--- src/rtl/irq_ctrl.sv ---
// Interrupt controller: edge-latched pending bits, mask, fixed priority
// (source 0 highest) and an IDLE/REQ/SVC handshake with the CPU.
module irq_ctrl #(
    parameter int NSRC = 8
) (
    input  logic            bus_clk,
    input  logic            rst,
    input  logic [NSRC-1:0] irq_in,
    input  logic [1:0]      addr,
    input  logic            write,
    input  logic [15:0]     bus_in,
    output logic [15:0]     bus_out,
    output logic            cpu_irq,
    input  logic            cpu_ack
);

    typedef enum logic [1:0] {
        S_IDLE = 2'd0,
        S_REQ  = 2'd1,
        S_SVC  = 2'd2
    } state_t;

    localparam logic [1:0] A_PENDING = 2'd0;
    localparam logic [1:0] A_MASK    = 2'd1;
    localparam logic [1:0] A_VECTOR  = 2'd2;
    localparam logic [1:0] A_CTRL    = 2'd3;

    state_t          r_state;
    logic [NSRC-1:0] r_irq_prev;
    logic [NSRC-1:0] r_pending;
    logic [NSRC-1:0] r_mask;
    logic            r_en;
    logic [2:0]      r_in_service;

    logic [NSRC-1:0] w_rise;
    logic [NSRC-1:0] w_active;
    logic            w_valid;
    logic [2:0]      w_vector;
    logic            w_wr_pend;
    logic            w_wr_mask;
    logic            w_wr_ctrl;
    logic            w_eoi;
    logic            w_take_ack;
    logic [NSRC-1:0] w_pend_clr;
    logic [NSRC-1:0] w_pend_next;

    assign w_rise   = irq_in & ~r_irq_prev;
    assign w_active = r_pending & r_mask;
    assign w_valid  = |w_active;

    // Scan downward so the lowest active index is the last one assigned.
    always_comb begin
        w_vector = 3'd0;
        for (int i = NSRC - 1; i >= 0; i--) begin
            if (w_active[i]) begin
                w_vector = 3'(i);
            end
        end
    end

    assign w_wr_pend  = write && (addr == A_PENDING);
    assign w_wr_mask  = write && (addr == A_MASK);
    assign w_wr_ctrl  = write && (addr == A_CTRL);
    assign w_eoi      = w_wr_ctrl && bus_in[8];
    assign w_take_ack = (r_state == S_REQ) && cpu_ack && r_en && w_valid;

    // A rising edge in the same cycle as any clear leaves the bit set.
    assign w_pend_clr  = (w_wr_pend ? bus_in[NSRC-1:0] : '0)
                       | (w_take_ack ? (NSRC'(1) << w_vector) : '0);
    assign w_pend_next = (r_pending & ~w_pend_clr) | w_rise;

    always_ff @(posedge bus_clk) begin
        if (rst) begin
            r_state      <= S_IDLE;
            r_irq_prev   <= '1;
            r_pending    <= '0;
            r_mask       <= '0;
            r_en         <= 1'b0;
            r_in_service <= 3'd0;
        end else begin
            r_irq_prev <= irq_in;
            r_pending  <= w_pend_next;
            if (w_wr_mask) begin
                r_mask <= bus_in[NSRC-1:0];
            end
            if (w_wr_ctrl) begin
                r_en <= bus_in[0];
            end
            case (r_state)
                S_IDLE: begin
                    if (r_en && w_valid) begin
                        r_state <= S_REQ;
                    end
                end
                S_REQ: begin
                    if (!r_en || !w_valid) begin
                        r_state <= S_IDLE;
                    end else if (cpu_ack) begin
                        r_in_service <= w_vector;
                        r_state      <= S_SVC;
                    end
                end
                S_SVC: begin
                    if (w_eoi) begin
                        r_state <= S_IDLE;
                    end
                end
                default: r_state <= S_IDLE;
            endcase
        end
    end

    assign cpu_irq = (r_state == S_REQ);

    always_comb begin
        bus_out = 16'h0000;
        case (addr)
            A_PENDING: bus_out = {8'b0, r_pending};
            A_MASK:    bus_out = {8'b0, r_mask};
            A_VECTOR:  bus_out = {w_valid, 8'b0, r_in_service, 1'b0, w_vector};
            A_CTRL:    bus_out = {6'b0, r_state, 7'b0, r_en};
            default:   bus_out = 16'h0000;
        endcase
    end

endmodule
--- config.mk ---
export PLATFORM = sky130hd
export DESIGN_NAME = irq_ctrl
export DESIGN_NICKNAME = d
export VERILOG_FILES = /design/src/rtl/irq_ctrl.sv
export SDC_FILE = /design/constraint.sdc
export NUM_CORES = 1
export LEC_CHECK = 0
export BUFFER_PORTS_ARGS = -buffer_cell sky130_fd_sc_hd__buf_2
export CAP_MARGIN = 25
export CORE_ASPECT_RATIO = 0.6
export CORE_MARGIN = 2
export CORE_UTILIZATION = 45
export DETAILED_ROUTE_END_ITERATION = 16
export PLACE_DENSITY_LB_ADDON = 0.12
export SYNTH_ARGS = -nofsm -noshare
export SYNTH_HDL_FRONTEND = slang
export SYNTH_SLANG_ARGS = --single-unit
--- constraint.sdc ---
create_clock -name bus_clk -period 1.72 [get_ports bus_clk]
set_clock_uncertainty 0.2 [all_clocks]
set_input_delay 0.086 -clock bus_clk [delete_from_list [all_inputs] [get_ports bus_clk]]
set_output_delay 0.086 -clock bus_clk [all_outputs]
set_load 0.05 [all_outputs]
==> flow_summary.yaml, run 1 <==
sta:
  setup_viol: 6
  worstMarginPinSlew_ps: 601
  fin_crit_sh: 1.17
  min_period_ps: 2010
  rsz0062_at_grt: "true"
  maxSlewViolCount: 0
  slew_headroom: 0.600
  whs_ps: 1.88
  worst_slack_ps: -286
  max_freq_mhz: 499
  hold_viol_final: 0
global_route:
  grt_overflow: 0
  grt_max_degree: 37
  grt.total_usage: 0.237
  grt_antenna_before_repair: 0
  grt_pass1_wl_um: 7160
  grt_pass1_vias: 1548
yosys:
  netlist_instances: 181
  syn_area_um2: 1540
  yosysSeqAreaShare: 0.391
  synth_edf_count: 0
  yosysWarnings: 0
  postSynth.asyncResetShare: 0
  synth_seq_cells: 30
  ys.flop_type: "dfxtp_1"
  synth_area_per_cell_um2: 8.50
  yosys.cell_types.count: 39
critical_path:
  rr_worst_depth: 6
  cp.arrival_ps: 1720
  crit_required_ps: 1430
  critPathLaunchType: "flip-flop"
  endpoint_kind: "primary output"
  regToRegSetupSlack_ps: -120
  r2r_end: "r_in_service[2]"
  setup.worst_path.class: "flip-flop to primary output"
  critical_path.max_fanout: 3
  r2r-start: "r_pending[7]"
placement:
  dp.final_hpwl_um: 2960
  dp_slack_ps: -34.2
  place.port_buffers: 34
  routabilityCongestion: 0.815
clocking:
  cts_buffers: 5
  cts.sinks: 30
  cts_buffer_depth: 2
  tritoncts: "done"
  clockRootBuffer: "clkbuf_8"
  clkSlewWorstSetupHoldPaths_ps: 70
  cts_max_level: 2
  clk_latency_ps: 280
routing:
  dr.pass1.iters: 5
  vias: 1613
  totalWireLength_um: 4510
  wl_per_cell_um: 14.8
  detail-route-antenna-nets: 0
  drc_errors: 0
  viasPerCell: 5.31
  drtIter0Drc: 132
layout:
  num-nets-final: 288
  fill_cells: 226
  diodes: 0
  syn_to_final_growth_pct: 53.1
  final_layout_size_suffix_gt1_frac: 0.390
power:
  p_clk_frac: 0.362
  p_comb_frac: 0.177
  swShare: 0.274
  ir_drop_mv: 0.463
  pwr-share-seq: 0.462
  p_per_area_nw_per_um2: 688
  leakagePower_nw: 1.07
  power_switching_uw: 443
  p_int_mw: 1.18
floorplanning:
  start_util: 0.471
  die_h_um: 49.3
  die_x_um: 79.5
  io_pins: 47
  rows: 16
  core_area_um2: 3260
  die_area_um2: 3920
hold_path:
  whs_path_depth: 4
  hp-start: "write"
  holdCritPathClass: "input port to flip-flop"
  hold_end: "r_en"
outcome:
  status: "finished with violations"
  violations: "negative setup slack"
run:
  maxCapViolations: 0
==> what timing repair did <==
| item | CTS | global route |
|---|---|---|
| hold buffers | 17 | 0 |
| hold endpoints to repair | 26 | 0 |
| setup buffers | 4 | 0 |
| endpoints found under the setup margin | 6 | 13 |
| pin swaps | 9 | 3 |
| resized for setup | 26 | 20 |
==> metal layers <==
metal	vias up	GRT usage	wire, µm
met1	763	0.341	2160
met3	6	0.0463	279
met2	58	0.356	2020
met5	-	0	0
li1	786	-	-
met4	0	0.0747	49
==> worst max path at each step <==
stage	start	endpoint	slack [ps]	cells past startpoint
finish	r_pending[3]	bus_out[0]	-290	5
floorplan	r_mask[5]	r_in_service[2]	-30	5
global placement	r_pending[3]	bus_out[0]	-40	5
CTS	r_pending[3]	bus_out[0]	-300	5
global route	r_pending[3]	bus_out[0]	-360	5
detailed placement	r_pending[3]	bus_out[0]	-30	5
==> placed cells by master, fill, tap and decap left out, types with 2 or more instances in the layout <==
| cell type | synthesis | routed |
|---|---|---|
| buf_2 | 2 | 30 |
| nor2_1 | 24 | 23 |
| buf_4 | 5 | 22 |
| nand2_1 | 22 | 21 |
| dfxtp_1 | 30 | 20 |
| dlygate4sd3_1 | 0 | 17 |
| mux2i_1 | 16 | 16 |
| buf_6 | 0 | 10 |
| dfxtp_2 | 0 | 10 |
| a21oi_1 | 10 | 8 |
| or2_1 | 8 | 8 |
| clkbuf_8 | 0 | 6 |
| nand2b_1 | 5 | 5 |
| nor2b_1 | 5 | 5 |
| o21ai_1 | 6 | 5 |
| conb_1 | 1 | 5 |
| o21ai_2 | 0 | 4 |
| a31oi_1 | 3 | 3 |
| nand3_1 | 3 | 3 |
| a22o_4 | 1 | 3 |
| nand3b_1 | 3 | 3 |
| a22o_1 | 4 | 2 |
| and3_1 | 2 | 2 |
| o41ai_2 | 0 | 2 |
| a22oi_1 | 3 | 2 |
==> area by class of cell <==
cell class | instances | area, µm² | area share
multi-input cells | 141 | 992 | 0.421
flip-flops and latches | 30 | 613 | 0.260
repair buffers | 79 | 598 | 0.254
clock buffers | 7 | 86.3 | 0.0367
well taps | 45 | 56.3 | 0.0239
clock inverters | 1 | 5.00 | 0.00213
inverters | 1 | 3.75 | 0.00159
==> critical path: stages, from the launching register on <==
cell     delay [ps]
dfxtp_2         330
a22o_1          220
a31oi_1         170
o31ai_2          90
mux4_2          460
buf_6           170
==> through the flow <==
| step | TNS, ps | std cells | instance area (µm²) | utilization | power, mW |
|---|---|---|---|---|---|
| 5_1_grt | -1370 | 304 | 2350 | 0.722 | 1.68 |
| 6_report | -728 | 304 | 2350 | 0.722 | 1.62 |
| 3_5_place_dp | -48.0 | 275 | 1900 | 0.584 | 0.988 |
| 2_1_floorplan | -73.7 | 185 | 1570 | - | 0.908 |
| 4_1_cts | -662 | 304 | 2270 | 0.696 | 1.61 |
| 3_3_place_gp | -37.7 | 275 | 1900 | 0.584 | 0.982 |
==> state kept, by name, summed over array words and instances (netlist names) <==
signal,cells
r_in_service,3
r_pending,8
r_irq_prev,8
r_mask,8
r_en,1
r_state,2
==> cells by family after synthesis <==
family | count (synthesis) | share of synthesized area
and+or+nand+nor | 81 | 0.273
AOI/OAI and AO/OA | 38 | 0.168
DFF | 30 | 0.391
muxes | 17 | 0.119
buffers and inverters | 14 | 0.0480
other | 1 | 0.00244
==> cells in the mapped netlist (2+ instances only) <==
library cell / n / area, µm²
a21oi_1: 10 / 50.1
a22o_1: 4 / 35.0
a22oi_1: 3 / 22.5
a31oi_1: 3 / 18.8
and3_1: 2 / 12.5
buf_2: 2 / 10.0
buf_4: 5 / 37.5
clkbuf_1: 6 / 22.5
dfxtp_1: 30 / 601
mux2i_1: 16 / 160
nand2_1: 22 / 82.6
nand2b_1: 5 / 31.3
nand3_1: 3 / 15.0
nand3b_1: 3 / 22.5
nor2_1: 24 / 90.1
nor2b_1: 5 / 31.3
o21ai_0: 3 / 15.0
o21ai_1: 6 / 30.0
o41ai_1: 2 / 17.5
or2_1: 8 / 50.1
==> power groups by stage <==
stage / Clock (mW) / Combinational, mW / Sequential [mW]
2_1_floorplan: 0 / 0.152 / 0.756
3_3_place_gp: 0 / 0.225 / 0.757
3_5_place_dp: 0 / 0.230 / 0.758
4_1_cts: 0.592 / 0.275 / 0.746
5_1_grt: 0.623 / 0.308 / 0.751
6_report: 0.587 / 0.286 / 0.748
No activity file was read; power rests on OpenSTA's default activity.
==> run 2, diff against run 1 <==
Settings changed: PLACE_DENSITY set to 0.8, PLACE_DENSITY_LB_ADDON 0.12 to not set.
==> flow_summary.yaml, run 2 (synthesized netlist as in run 1, its figures left out) <==
outcome:
  status: "finished with violations"
  violations: "negative setup slack"
routing:
  dr.pass1.iters: 4
  wl_per_cell_um: 14.7
  drtIter0Drc: 117
  totalWireLength_um: 4430
  viasPerCell: 5.32
  detail-route-antenna-nets: 0
  vias: 1608
  drc_errors: 0
power:
  leakagePower_nw: 1.03
  p_per_area_nw_per_um2: 682
  ir_drop_mv: 0.472
placement:
  dp.final_hpwl_um: 2820
  routabilityCongestion: 0.881
  dp.cells: 272
  place.port_buffers: 34
  place_area_um2: 1880
  dp_slack_ps: -92.8
sta:
  fin_crit_sh: 1.19
  maxSlewViolCount: 0
  final.setup.tns_ps: -875
  worst_slack_ps: -320
  rsz0062_at_grt: "true"
  slew_headroom: 0.593
  max_freq_mhz: 490
  min_period_ps: 2040
  setup_viol: 8
  hold_viol_final: 0
  worstMarginPinSlew_ps: 610
layout:
  diodes: 0
  final_common_cell: "buf_2"
  num-nets-final: 287
  fill_cells: 252
  layout.cells.non_filler: 302
  fin_area_um2: 2280
  reg_top3: "r_irq_prev x8, r_mask x8, r_pending x8"
  final_layout_size_suffix_gt1_frac: 0.335
  most-common-layout-cells: "30 x buf_2, 25 x dfxtp_1, 24 x buf_4"
  syn_to_final_growth_pct: 48.4
critical_path:
  cp.arrival_ps: 1750
  setup.worst_path.class: "flip-flop to primary output"
  r2r-start: "r_pending[5]"
  path_buf_inv: 1
  slowest_stage: "mux4_2"
  rr_worst_depth: 6
  critical_path.max_fanout: 5
  cp_top_family: "multiplexers"
  crit_chain: "a22o_1, a31oi_2, o31ai_2, mux4_2, buf_6"
  cp-startpoint: "r_pending[5]"
  cp.depth: 5
  crit_required_ps: 1430
  critPathLaunchType: "flip-flop"
  endpoint_kind: "primary output"
  slowest_delay_ps: 480
global_route:
  grt.total_usage: 0.249
  grt_pass1_wl_um: 7340
  grt_antenna_before_repair: 0
  grt_pass1_vias: 1558
  grt_max_degree: 37
  grt_overflow: 0
floorplanning:
  io_pins: 47
  rows: 16
  die_h_um: 49.3
  core_area_um2: 3260
  start_util: 0.471
  die_x_um: 79.5
  die_area_um2: 3920
clocking:
  cts_max_level: 2
  clkSlewWorstSetupHoldPaths_ps: 60
  clockRootBuffer: "clkbuf_8"
  tritoncts: "done"
  cts_buffers: 5
  clk_latency_ps: 290
  cts.sinks: 30
  cts_buffer_depth: 2
hold_path:
  holdCritPathClass: "input port to flip-flop"
  hp-start: "rst"
  whs_path_depth: 2
run:
  maxCapViolations: 0
run 2: cell types whose count changed in the layout (fill, tap and decap cells not counted), moves of 3 or more:
cell,change
dfxtp_1,+5
dfxtp_2,-5
buf_6,-5
o21ai_2,-3
run 2: layout make-up:
type / count / area [µm²] / area share
inverter: 1 / 3.75 / 0.00164
sequential: 30 / 607 / 0.266
multi-input combinational: 141 / 962 / 0.422
timing repair buffer: 78 / 577 / 0.253
clock buffer: 7 / 76.3 / 0.0334
tap: 45 / 56.3 / 0.0247
run 2: final timing paths:
check        slack [ps]         endpoint
max                -320       bus_out[0]
max reg2reg        -120  r_in_service[2]
min reg2reg         280     r_pending[2]
min                 100        r_mask[4]
run 2: where the power goes:
part	internal, mW	total [mW]	switching (mW)
Sequential	0.724	0.747	0.0231
Clock	0.278	0.530	0.253
Combinational	0.127	0.279	0.152
run 2: metal layers:
metal | up-vias | routed length [µm] | global-route usage
li1 | 783 | - | -
met1 | 747 | 2040 | 0.336
met2 | 66 | 1960 | 0.373
met3 | 12 | 339 | 0.0648
met4 | 0 | 84 | 0.109
met5 | - | 0 | 0
run 2: what timing repair did:
item                                    in CTS  in global routing
endpoints found under the setup margin       6                 13
pin swaps                                    6                  4
hold endpoints to repair                    27                  0
buffers inserted                             4                  1
hold buffers                                19                  0
gates resized for setup                     20                  7
run 2: per-stage QoR:
step	util	total power [mW]	hold slack (ps)
after floorplan	-	0.908	-15.1
after global placement	0.577	0.978	77.1
after detailed placement	0.577	0.982	83.4
after CTS	0.688	1.56	87.2
after global routing	0.699	1.63	121
final	0.699	1.56	99.2
==> run 3, diff against run 2 <==
Settings changed: RECOVER_POWER set to 100.
==> flow_summary.yaml, run 3 (synthesized netlist as in run 1, its figures left out) <==
clocking:
  clockRootBuffer: "clkbuf_8"
  cts_buffer_depth: 2
  cts.sinks: 30
  cts_max_level: 2
  tritoncts: "done"
  clkSlewWorstSetupHoldPaths_ps: 60
  clk_latency_ps: 290
  cts_buffers: 5
layout:
  final_util: 0.693
  fill_cells: 259
  diodes: 0
  seq_area_um2: 607
  multi_input_area_um2: 956
  num-nets-final: 287
  most-common-layout-cells: "25 x dfxtp_1, 23 x nor2_1, 22 x nand2_1"
  syn_to_final_growth_pct: 47.1
  reg_top3: "r_irq_prev x8, r_mask x8, r_pending x8"
  final_layout_size_suffix_gt1_frac: 0.307
  layout.cells.non_filler: 302
  final_common_cell: "dfxtp_1"
critical_path:
  crit_required_ps: 1430
  endpoint_kind: "primary output"
  slowest_delay_ps: 480
  critPathLaunchType: "flip-flop"
  slowest_stage: "mux4_2"
  critical_path.max_fanout: 5
  setup.worst_path.class: "flip-flop to primary output"
  crit_chain: "a22o_1, a31oi_2, o31ai_2, mux4_2, buf_6"
  rr_worst_depth: 6
  cp.arrival_ps: 1760
  cp-startpoint: "r_pending[5]"
  r2r-start: "r_pending[5]"
  r2r_end: "r_in_service[2]"
  regToRegSetupSlack_ps: -120
global_route:
  grt_antenna_before_repair: 0
  met3_usage: 0.0648
  grt_overflow: 0
  grt_max_degree: 37
  busiest_layer: "met2"
  grt_use_met2: 0.373
  grt_pass1_vias: 1558
  grt_pass1_wl_um: 7340
  grt_use_met1: 0.336
  grt.total_usage: 0.249
floorplanning:
  start_util: 0.471
  io_pins: 47
  die_h_um: 49.3
  core_area_um2: 3260
  die_area_um2: 3920
  rows: 16
  die_x_um: 79.5
routing:
  drtIter0Drc: 133
  viasPerCell: 5.26
  totalWireLength_um: 4410
  vias: 1590
  detail-route-antenna-nets: 0
  wl_per_cell_um: 14.6
  drc_errors: 0
  dr.pass1.iters: 4
power:
  leakagePower_nw: 1.01
  p_per_area_nw_per_um2: 687
  ir_drop_mv: 0.471
  power_mw: 1.55
sta:
  max_freq_mhz: 490
  hold_viol_final: 0
  worst_slack_ps: -322
  min_period_ps: 2040
  worstMarginPinSlew_ps: 608
  slew_headroom: 0.595
  rsz0062_at_grt: "true"
  fin_crit_sh: 1.19
  maxSlewViolCount: 0
  whs_ps: 98.3
  setup_viol: 8
hold_path:
  holdCritPathClass: "input port to flip-flop"
  hold_end: "r_mask[1]"
  hp-start: "rst"
  whs_path_depth: 2
outcome:
  status: "finished with violations"
  violations: "negative setup slack"
placement:
  dp.cells: 272
  dp_slack_ps: -92.8
  place.port_buffers: 34
  routabilityCongestion: 0.881
  dp.final_hpwl_um: 2820
run:
  maxCapViolations: 0
run 3: layout make-up:
class,count,area share
clock buffer,7,0.0337
inverter,1,0.00166
multi-input combinational,141,0.423
sequential,30,0.268
tap,45,0.0249
timing repair buffer,78,0.249
run 3: worst max path at each step:
stage               cells past startpoint              end  slack, ps
floorplan                               5  r_in_service[2]        -30
global placement                        5       bus_out[0]        -40
detailed placement                      5       bus_out[0]        -90
CTS                                     5       bus_out[0]       -320
global route                            5       bus_out[0]       -390
finish                                  5       bus_out[0]       -320
run 3: routing by layer:
metal | vias to the layer above | part of all wire | routed length [µm]
met5 | - | 0 | 0
met4 | 0 | 0.018 | 80
met3 | 10 | 0.078 | 342
met2 | 63 | 0.45 | 1970
met1 | 736 | 0.46 | 2020
li1 | 781 | - | -
run 3: where the power goes:
group / total (mW) / internal (mW) / switching [mW]
Sequential: 0.747 / 0.724 / 0.0231
Combinational: 0.275 / 0.124 / 0.152
Clock: 0.531 / 0.278 / 0.254
Total: 1.55 / 1.13 / 0.428
run 3: through the flow:
stage | instance area [µm²] | TNS [ps]
finish | 2260 | -952
global route | 2260 | -1570
CTS | 2240 | -738
detailed placement | 1880 | -162
global placement | 1880 | -40.5
floorplan | 1570 | -73.7
run 3: repair_timing:
item	in CTS	in global routing
setup buffers	4	1
gates resized for setup	20	7
pin swaps	6	4
hold endpoints to repair	27	0
hold buffers	19	0
endpoints found under the setup margin	6	13
run 3: critical path: cells and delay by family, from the launching register on:
kind,cells,cell delay [ps]
mux,1,480
compound gates,3,470
flops,1,350
buf+inv,1,170
